--- src/rtl/edge_pkg.sv ---
// Shared types for the edge-detection frame scheduler.
// FSM state encoding and ZBT bus widths.
package edge_pkg;

  typedef enum logic [1:0] {
    ST_IDLE   = 2'd0,
    ST_PRIME  = 2'd1,
    ST_RUN    = 2'd2,
    ST_VBLANK = 2'd3
  } state_t;

  localparam int ZBT_AW = 19;
  localparam int ZBT_DW = 36;

endpackage

--- src/rtl/edge_zbt_sched_valid_delay.sv ---
// Parameterised 1-bit shift line.
// Aligns the edge-valid flag with the Sobel pipeline.
module valid_delay #(
  parameter int DEPTH = 6
) (
  input  logic clock,
  input  logic reset,
  input  logic din,
  output logic dout
);

  logic [DEPTH-1:0] sr;

  // shift the raw flag one stage per cycle
  always_ff @(posedge clock) begin
    if (reset) sr <= '0;
    else       sr <= (sr << 1) | DEPTH'(din);
  end

  assign dout = sr[DEPTH-1];

endmodule

--- src/rtl/edge_zbt_sched.sv ---
// ZBT port arbiter and frame sequencer for the edge path.
// Even slots fetch pixels, odd slots and blanking serve the writer.
module edge_zbt_sched
  import edge_pkg::*;
#(
  parameter int H_ACTIVE   = 1024,
  parameter int V_ACTIVE   = 768,
  parameter int FETCH_LEAD = 4,
  parameter int PIPE_LAT   = 6,
  parameter int BORDER     = 2
) (
  input  logic              clock,
  input  logic              reset,
  input  logic [10:0]       hcount,
  input  logic [9:0]        vcount,
  input  logic              blank,
  input  logic              wr_req,
  input  logic [ZBT_AW-1:0] wr_addr,
  input  logic [ZBT_DW-1:0] wr_data,
  output logic              wr_ack,
  output logic [ZBT_AW-1:0] zbt_addr,
  output logic              zbt_we,
  output logic [ZBT_DW-1:0] zbt_wdata,
  output logic              edge_valid,
  output logic              frame_done
);

  localparam logic [10:0] H_LAST = 11'(H_ACTIVE - 1);
  localparam logic [10:0] H_LIM  = 11'(H_ACTIVE);
  localparam logic [10:0] H_LEAD = 11'(FETCH_LEAD);
  localparam logic [10:0] H_LO   = 11'(BORDER);
  localparam logic [10:0] H_HI   = 11'(H_ACTIVE - BORDER);
  localparam logic [9:0]  V_LAST = 10'(V_ACTIVE - 1);
  localparam logic [9:0]  V_PRM  = 10'(BORDER - 1);
  localparam logic [9:0]  V_HI   = 10'(V_ACTIVE - BORDER);

  state_t      state, state_nx;
  logic        done_nx;
  logic        fetch_en;
  logic [10:0] ha;
  logic        frame_start;
  logic        line_end;
  logic        rd_slot;
  logic        wr_go;
  logic        raw_valid;
  logic        dly_out;

  assign ha          = hcount + H_LEAD;
  assign frame_start = (vcount == '0) && (hcount == '0);
  assign line_end    = (hcount == H_LAST);

  // fetch enable is taken from the next state so the
  // frame-start pixel itself is fetched
  assign rd_slot = fetch_en && !hcount[0] && !blank
                && (ha < H_LIM);

  // a write right after an ack is refused so a held
  // request is never serviced twice
  assign wr_go = !rd_slot && wr_req && !wr_ack
              && (state != ST_IDLE);

  assign raw_valid = (state == ST_RUN) && !blank
                  && (hcount >= H_LO) && (hcount < H_HI)
                  && (vcount < V_HI);

  // frame sequencing: next state, fetch enable, done pulse
  always_comb begin
    state_nx = state;
    done_nx  = 1'b0;
    fetch_en = 1'b0;
    unique case (state)
      ST_IDLE, ST_VBLANK: begin
        if (frame_start) begin
          state_nx = ST_PRIME;
          fetch_en = 1'b1;
        end
      end
      ST_PRIME: begin
        fetch_en = 1'b1;
        if (line_end && vcount == V_PRM)
          state_nx = ST_RUN;
      end
      ST_RUN: begin
        fetch_en = 1'b1;
        if (line_end && vcount == V_LAST) begin
          state_nx = ST_VBLANK;
          done_nx  = 1'b1;
        end
      end
      default: state_nx = ST_IDLE;
    endcase
  end

  // state register
  always_ff @(posedge clock) begin
    if (reset) state <= ST_IDLE;
    else       state <= state_nx;
  end

  valid_delay #(
    .DEPTH (PIPE_LAT)
  ) u_vdly (
    .clock (clock),
    .reset (reset),
    .din   (raw_valid),
    .dout  (dly_out)
  );

  // registered ZBT bus, handshake and status outputs
  always_ff @(posedge clock) begin
    if (reset) begin
      zbt_addr   <= '0;
      zbt_wdata  <= '0;
      zbt_we     <= 1'b0;
      wr_ack     <= 1'b0;
      edge_valid <= 1'b0;
      frame_done <= 1'b0;
    end else begin
      zbt_we     <= wr_go;
      wr_ack     <= wr_go;
      edge_valid <= dly_out;
      frame_done <= done_nx;
      unique case (1'b1)
        rd_slot: zbt_addr <= {vcount, ha[9:1]};
        wr_go: begin
          zbt_addr  <= wr_addr;
          zbt_wdata <= wr_data;
        end
        default: ;
      endcase
    end
  end

endmodule

--- config.mk ---
export PLATFORM = sky130hd
export DESIGN_NAME = edge_zbt_sched
export DESIGN_NICKNAME = d
export VERILOG_FILES = /design/src/rtl/edge_pkg.sv /design/src/rtl/edge_zbt_sched_valid_delay.sv /design/src/rtl/edge_zbt_sched.sv
export SDC_FILE = /design/constraint.sdc
export NUM_CORES = 1
export LEC_CHECK = 0
export CAP_MARGIN = 40
export CORE_MARGIN = 4
export CORE_UTILIZATION = 35
export DETAILED_ROUTE_END_ITERATION = 12
export PLACE_DENSITY = 0.68
export SYNTH_ARGS = -nofsm -noshare
export SYNTH_HDL_FRONTEND = slang
export SYNTH_SLANG_ARGS = --single-unit
--- constraint.sdc ---
create_clock -name clock -period 4 [get_ports clock]
set_input_delay 1.2 -clock clock [delete_from_list [all_inputs] [get_ports clock]]
set_output_delay 1.2 -clock clock [all_outputs]
set_load 0.05 [all_outputs]
==> results of run 1 <==
==> report_power, final <==
part	leakage [nW]	switching (mW)	internal [mW]
clock	0.0879	0.250	0.236
combinational	1.34	0.239	0.209
sequential	0.532	0.0161	0.689
total	1.96	0.505	1.13
==> state kept, by name (all words and copies together), names as in the netlist <==
name / flops
edge_valid: 1
frame_done: 1
state: 2
u_vdly.sr: 6
zbt_addr: 19
zbt_wdata: 36
zbt_we: 1
==> area by class of cell <==
type / count / area, um^2 / area share [%]
clock buffers: 10 / 138 / 2.81
clock inverters: 5 / 31.3 / 0.639
inverters: 7 / 26.3 / 0.536
multi-input cells: 242 / 1790 / 36.5
flip-flops and latches: 66 / 1320 / 27.0
well taps: 111 / 139 / 2.84
repair buffers: 145 / 1450 / 29.7
==> stage by stage <==
step                util, %  cells  total power, mW  setup WS [ps]  hold slack (ps)
detailed placement     51.7    571             1.17            437              427
CTS                    53.5    586             1.67            810              441
global placement       51.7    571             1.17            543              418
floorplan                 -    338            0.994           1160              414
finish                 53.5    586             1.64            792              440
global route           53.5    586             1.71            615              460
==> routing by layer <==
| layer | vias up | global-route usage (%) | part of all wire [%] |
|---|---|---|---|
| met5 | - | 0 | 0 |
| met4 | 0 | 5.62 | 1.1 |
| met3 | 8 | 4.94 | 6.7 |
| met2 | 82 | 26.0 | 48 |
| met1 | 1309 | 19.0 | 44 |
| li1 | 1434 | - | - |
==> synth_stat cells, drive strengths merged, types with 3 or more instances <==
| cell type | n | area, um^2 |
|---|---|---|
| inv | 7 | 26.3 |
| nor3 | 26 | 130 |
| mux2i | 37 | 370 |
| buf | 7 | 88.8 |
| nand2b | 75 | 469 |
| clkbuf | 16 | 60.1 |
| nand2 | 3 | 11.3 |
| a211oi | 10 | 75.1 |
| ha | 5 | 62.6 |
| xnor2 | 4 | 35.0 |
| nand3 | 9 | 50.1 |
| a21oi | 19 | 95.1 |
| nor2 | 6 | 25.0 |
| dfxtp | 66 | 1320 |
| nor3b | 3 | 22.5 |
| mux2 | 19 | 214 |
| nor2b | 6 | 37.5 |
| nor4 | 5 | 37.5 |
==> cells by family after synthesis <==
logic type / synth area share [%]
AOI/OAI and AO/OA: 7.72
and+or+nand+nor: 25.2
buffers and inverters: 5.35
DFF: 40.4
xor gates and xnor gates: 1.61
muxes: 17.9
adders and majority gates: 1.91
==> worst max-delay path: stages <==
cell and delay [ps]:
clkdlybuf4s50_1 480, nor4_2 320, nand3_2 170, o41a_1 560, o21ai_4 210, buf_12 260, mux2i_1 230
==> path summary, 6_finish.rpt <==
check,startpoint,end,slack (ps),cells past startpoint
max,vcount[8],zbt_wdata[15],790,7
min,u_vdly.sr[1],u_vdly.sr[2],440,1
max reg2reg,state[0],zbt_addr[10],2150,7
min reg2reg,u_vdly.sr[1],u_vdly.sr[2],440,1
==> flow_metrics.env, run 1 <==
export IMPL_cts_max_level=3
export IMPL_async_flop_share_pct=0
export IMPL_skew_ps=9.22
export IMPL_layout_min_cycle_time_ps=3210
export IMPL_endpoint_kind="register"
export IMPL_start_kind="input pin"
export IMPL_max_slew_margin_pct=50.1
export IMPL_clock_fmax_ghz=0.312
export IMPL_vias_per_cell=4.83
export IMPL_die_x_um=105
export IMPL_vias=2833
export IMPL_post_cts_setup_buffers=0
export IMPL_num_rows=35
export IMPL_fin_crit_sh_pct=80.2
export IMPL_start_util_pct=35.8
export IMPL_p_leak_nw=1.96
export IMPL_hold_buffers=0
export IMPL_diodes=0
export IMPL_pin_count=139
export IMPL_synth_yosys_warnings=0
export IMPL_avgSynthCellArea_um2=9.68
export IMPL_setup_viol=0
export IMPL_syn_num_nets=423
export IMPL_cp_max_fo=36
export IMPL_clock_sinks=66
export IMPL_required_ps=4250
export IMPL_timing_final_hold_violations=0
export IMPL_ys_flop_type="dfxtp_1"
export IMPL_path_class="input pin to register"
export IMPL_grt_pass1_vias=2865
export IMPL_placed_cell_area_um2=4730
export IMPL_ant_nets=0
export IMPL_worstHoldPathType="register to register"
export IMPL_dieArea_um2=11000
export IMPL_cts_root_buffer="clkbuf_8"
export IMPL_hpwl_um=6260
export IMPL_cts_buffers=9
export IMPL_track_usage_pct=15.6
export IMPL_final_common_cell="clkdlybuf4s50_1"
export IMPL_syn_inst=338
export IMPL_worstSkewPairLatency_ps=330
export IMPL_postRouteWirelength_um=8480
export IMPL_die_h_um=105
export IMPL_post_drt_wl_per_cell_um=14.5
export IMPL_slew_viol_final=0
export IMPL_cellPowerDensity_nw_per_um2=335
export IMPL_core_area_um2=9150
export IMPL_post_cts_resized=0
export IMPL_area_growth_pct=49.7
export IMPL_cts_tree="yes"
export IMPL_rsz0062_at_grt="no"
export IMPL_syn_area_um2=3270
export IMPL_cts_buffer_depth=2
export IMPL_grt_max_degree=57
export IMPL_portBuffers=138
export IMPL_stdcell_area_um2=4900
export IMPL_maxCapViolCount=0
export IMPL_grt_ovfl_total=0
export IMPL_critical_path_arrival_ps=3460
export IMPL_outcome="finished clean"
export IMPL_tightest_slew_ps=748
export IMPL_ys_types=36
export IMPL_synth_edf_count=0
export IMPL_ir_drop_uv=145
export IMPL_drcViolationCount=0
export IMPL_gp_congestion=0.800
export IMPL_nets=556
export IMPL_ys_seq_area_share_pct=40.4
export IMPL_tns_ps=0
export IMPL_fillers=859
export IMPL_ys_ff_latch=66
export IMPL_layout_common_cells="137 x clkdlybuf4s50_1, 75 x nand2b_1, 66 x dfxtp_1"
export IMPL_drt_iter0_drc=75
export IMPL_antenna_found_initial=0
export IMPL_grt_pass1_wl_um=13900
export IMPL_drive_gt1_share_pct=10.1
export IMPL_drtPass1Iterations=4
export IMPL_clk_pin_slew_worst_paths_ps=70
Power figures use the tool's default switching activity.
==> inputs of run 2 (changes only) <==
--- a/config.mk
+++ b/config.mk
@@ -9,7 +9,7 @@
 export CORE_MARGIN = 4
 export CORE_UTILIZATION = 35
 export DETAILED_ROUTE_END_ITERATION = 12
-export PLACE_DENSITY = 0.68
+export PLACE_DENSITY = 0.71
 export SYNTH_ARGS = -nofsm -noshare
 export SYNTH_HDL_FRONTEND = slang
 export SYNTH_SLANG_ARGS = --single-unit
==> constraint.sdc (replaced) <==
create_clock -name clock -period 2.9 [get_ports clock]
set_input_delay 0.87 -clock clock [delete_from_list [all_inputs] [get_ports clock]]
set_output_delay 0.87 -clock clock [all_outputs]
set_load 0.05 [all_outputs]
==> flow_metrics.env, run 2 (synthesis gave the netlist of run 1 again) <==
export IMPL_startpoint="vcount[8]"
export IMPL_cts_root_buffer="clkbuf_8"
export IMPL_core_area_um2=9150
export IMPL_setup_viol=0
export IMPL_cts_buffers=9
export IMPL_drtPass1Iterations=4
export IMPL_drive_gt1_share_pct=14.7
export IMPL_cp_top_family="compound AO/OA/AOI/OAI gates"
export IMPL_ir_drop_uv=284
export IMPL_post_cts_resized=0
export IMPL_worstHoldPathType="register to register"
export IMPL_power_mw=2.57
export IMPL_slowest_stage="o41a_1"
export IMPL_die_h_um=105
export IMPL_skew_ps=10.8
export IMPL_endpoint_kind="register"
export IMPL_cts_max_level=3
export IMPL_antenna_found_initial=0
export IMPL_diodes=0
export IMPL_largest_reg_flops=36
export IMPL_rsz0062_at_grt="no"
export IMPL_worstSkewPairLatency_ps=340
export IMPL_cpPeakStageDelay_ps=490
export IMPL_grt_pass1_vias=3067
export IMPL_final_common_cell="clkdlybuf4s50_1"
export IMPL_layout_common_cells="137 x clkdlybuf4s50_1, 75 x nand2b_1, 66 x dfxtp_1"
export IMPL_portBuffers=138
export IMPL_drt_iter0_drc=97
export IMPL_largest_register="zbt_wdata"
export IMPL_required_ps=3170
export IMPL_maxCapViolCount=0
export IMPL_clk_pin_slew_worst_paths_ps=70
export IMPL_post_drt_wl_per_cell_um=14.5
export IMPL_cts_tree="yes"
export IMPL_outcome="finished clean"
export IMPL_pin_count=139
export IMPL_path_cells="clkdlybuf4s50_1 > nor4_2 > nand3_2 > o41a_1 > buf_4 > a211oi_1 > mux2i_1"
export IMPL_p_leak_nw=2.12
export IMPL_reg2reg_from="state[0]"
export IMPL_place_ws_ps=-179
export IMPL_ant_nets=0
export IMPL_grt_max_degree=105
export IMPL_timing_final_hold_violations=0
export IMPL_clock_sinks=66
export IMPL_start_kind="input pin"
export IMPL_postRouteWirelength_um=8880
export IMPL_nets=582
export IMPL_drcViolationCount=0
export IMPL_min_delay_start="u_vdly.sr[5]"
export IMPL_gp_congestion=0.837
export IMPL_hpwl_um=6540
export IMPL_grt_pass1_wl_um=14600
export IMPL_max_slew_margin_pct=54.9
export IMPL_num_rows=35
export IMPL_slew_viol_final=0
export IMPL_cp_max_fo=3
export IMPL_fin_ws_ps=176
export IMPL_path_class="input pin to register"
export IMPL_tightest_slew_ps=676
export IMPL_hold_buffers=0
export IMPL_top_regs="zbt_wdata x36, zbt_addr x19, u_vdly.sr x6"
export IMPL_dieArea_um2=11000
export IMPL_whs_ps=438
export IMPL_critical_path_arrival_ps=2990
export IMPL_clock_fmax_ghz=0.367
export IMPL_layout_min_cycle_time_ps=2720
export IMPL_vias_per_cell=4.88
export IMPL_final_util_pct=56.9
export IMPL_cellPowerDensity_nw_per_um2=495
export IMPL_grt_ovfl_total=0
export IMPL_post_cts_setup_buffers=0
export IMPL_vias=2990
export IMPL_fin_crit_sh_pct=93.9
export IMPL_start_util_pct=35.8
export IMPL_cts_buffer_depth=2
export IMPL_cp_num_buf_inv=2
export IMPL_track_usage_pct=16.3
export IMPL_area_growth_pct=59.0
export IMPL_die_x_um=105
==> run 2: cell count changes in the layout (fill, tap and decap cells not counted) <==
cell        previous run  this run
clkbuf_1               0         1
bufinv_16              0         3
inv_6                  0         1
clkinv_4               1         0
clkinvlp_4             1         2
buf_4                  5        28
clkbuf_8              10         9
buf_12                 2         5
clkinv_2               3         0
==> run 2: where the power goes <==
group / internal, mW / switching, mW
Combinational: 0.319 / 0.340
Sequential: 0.949 / 0.0219
Clock: 0.574 / 0.369
Total: 1.84 / 0.731
==> run 2: metal layers <==
metal,up-vias,routed length (um),track usage [%]
met1,1385,3800,18.7
li1,1488,-,-
met4,0,245,7.78
met3,19,493,3.95
met2,98,4350,28.2
met5,-,0,0
==> run 2: metrics by stage <==
stage | TNS [ps] | cell area [um^2] | std cells
2_1_floorplan | 0 | 3270 | 338
3_3_place_gp | -1760 | 4960 | 597
3_5_place_dp | -4140 | 4960 | 597
4_1_cts | 0 | 5200 | 613
5_1_grt | 0 | 5200 | 613
6_report | 0 | 5200 | 613
==> run 2: worst paths after layout <==
kind                            cells past startpoint      endpoint  slack, ps
worst max-delay path                                7      state[1]        180
worst min-delay path                                1    edge_valid        440
worst max register to register                      7  zbt_addr[18]       1100
worst min register to register                      1    edge_valid        440
==> run 2: layout make-up <==
class / count / area [um^2]
Clock buffer: 10 / 128
Clock inverter: 6 / 114
Fill cell: 824 / 3950
Inverter: 7 / 26.3
Multi-Input combinational cell: 242 / 1790
Sequential cell: 66 / 1320
Tap cell: 111 / 139
Timing Repair Buffer: 171 / 1690
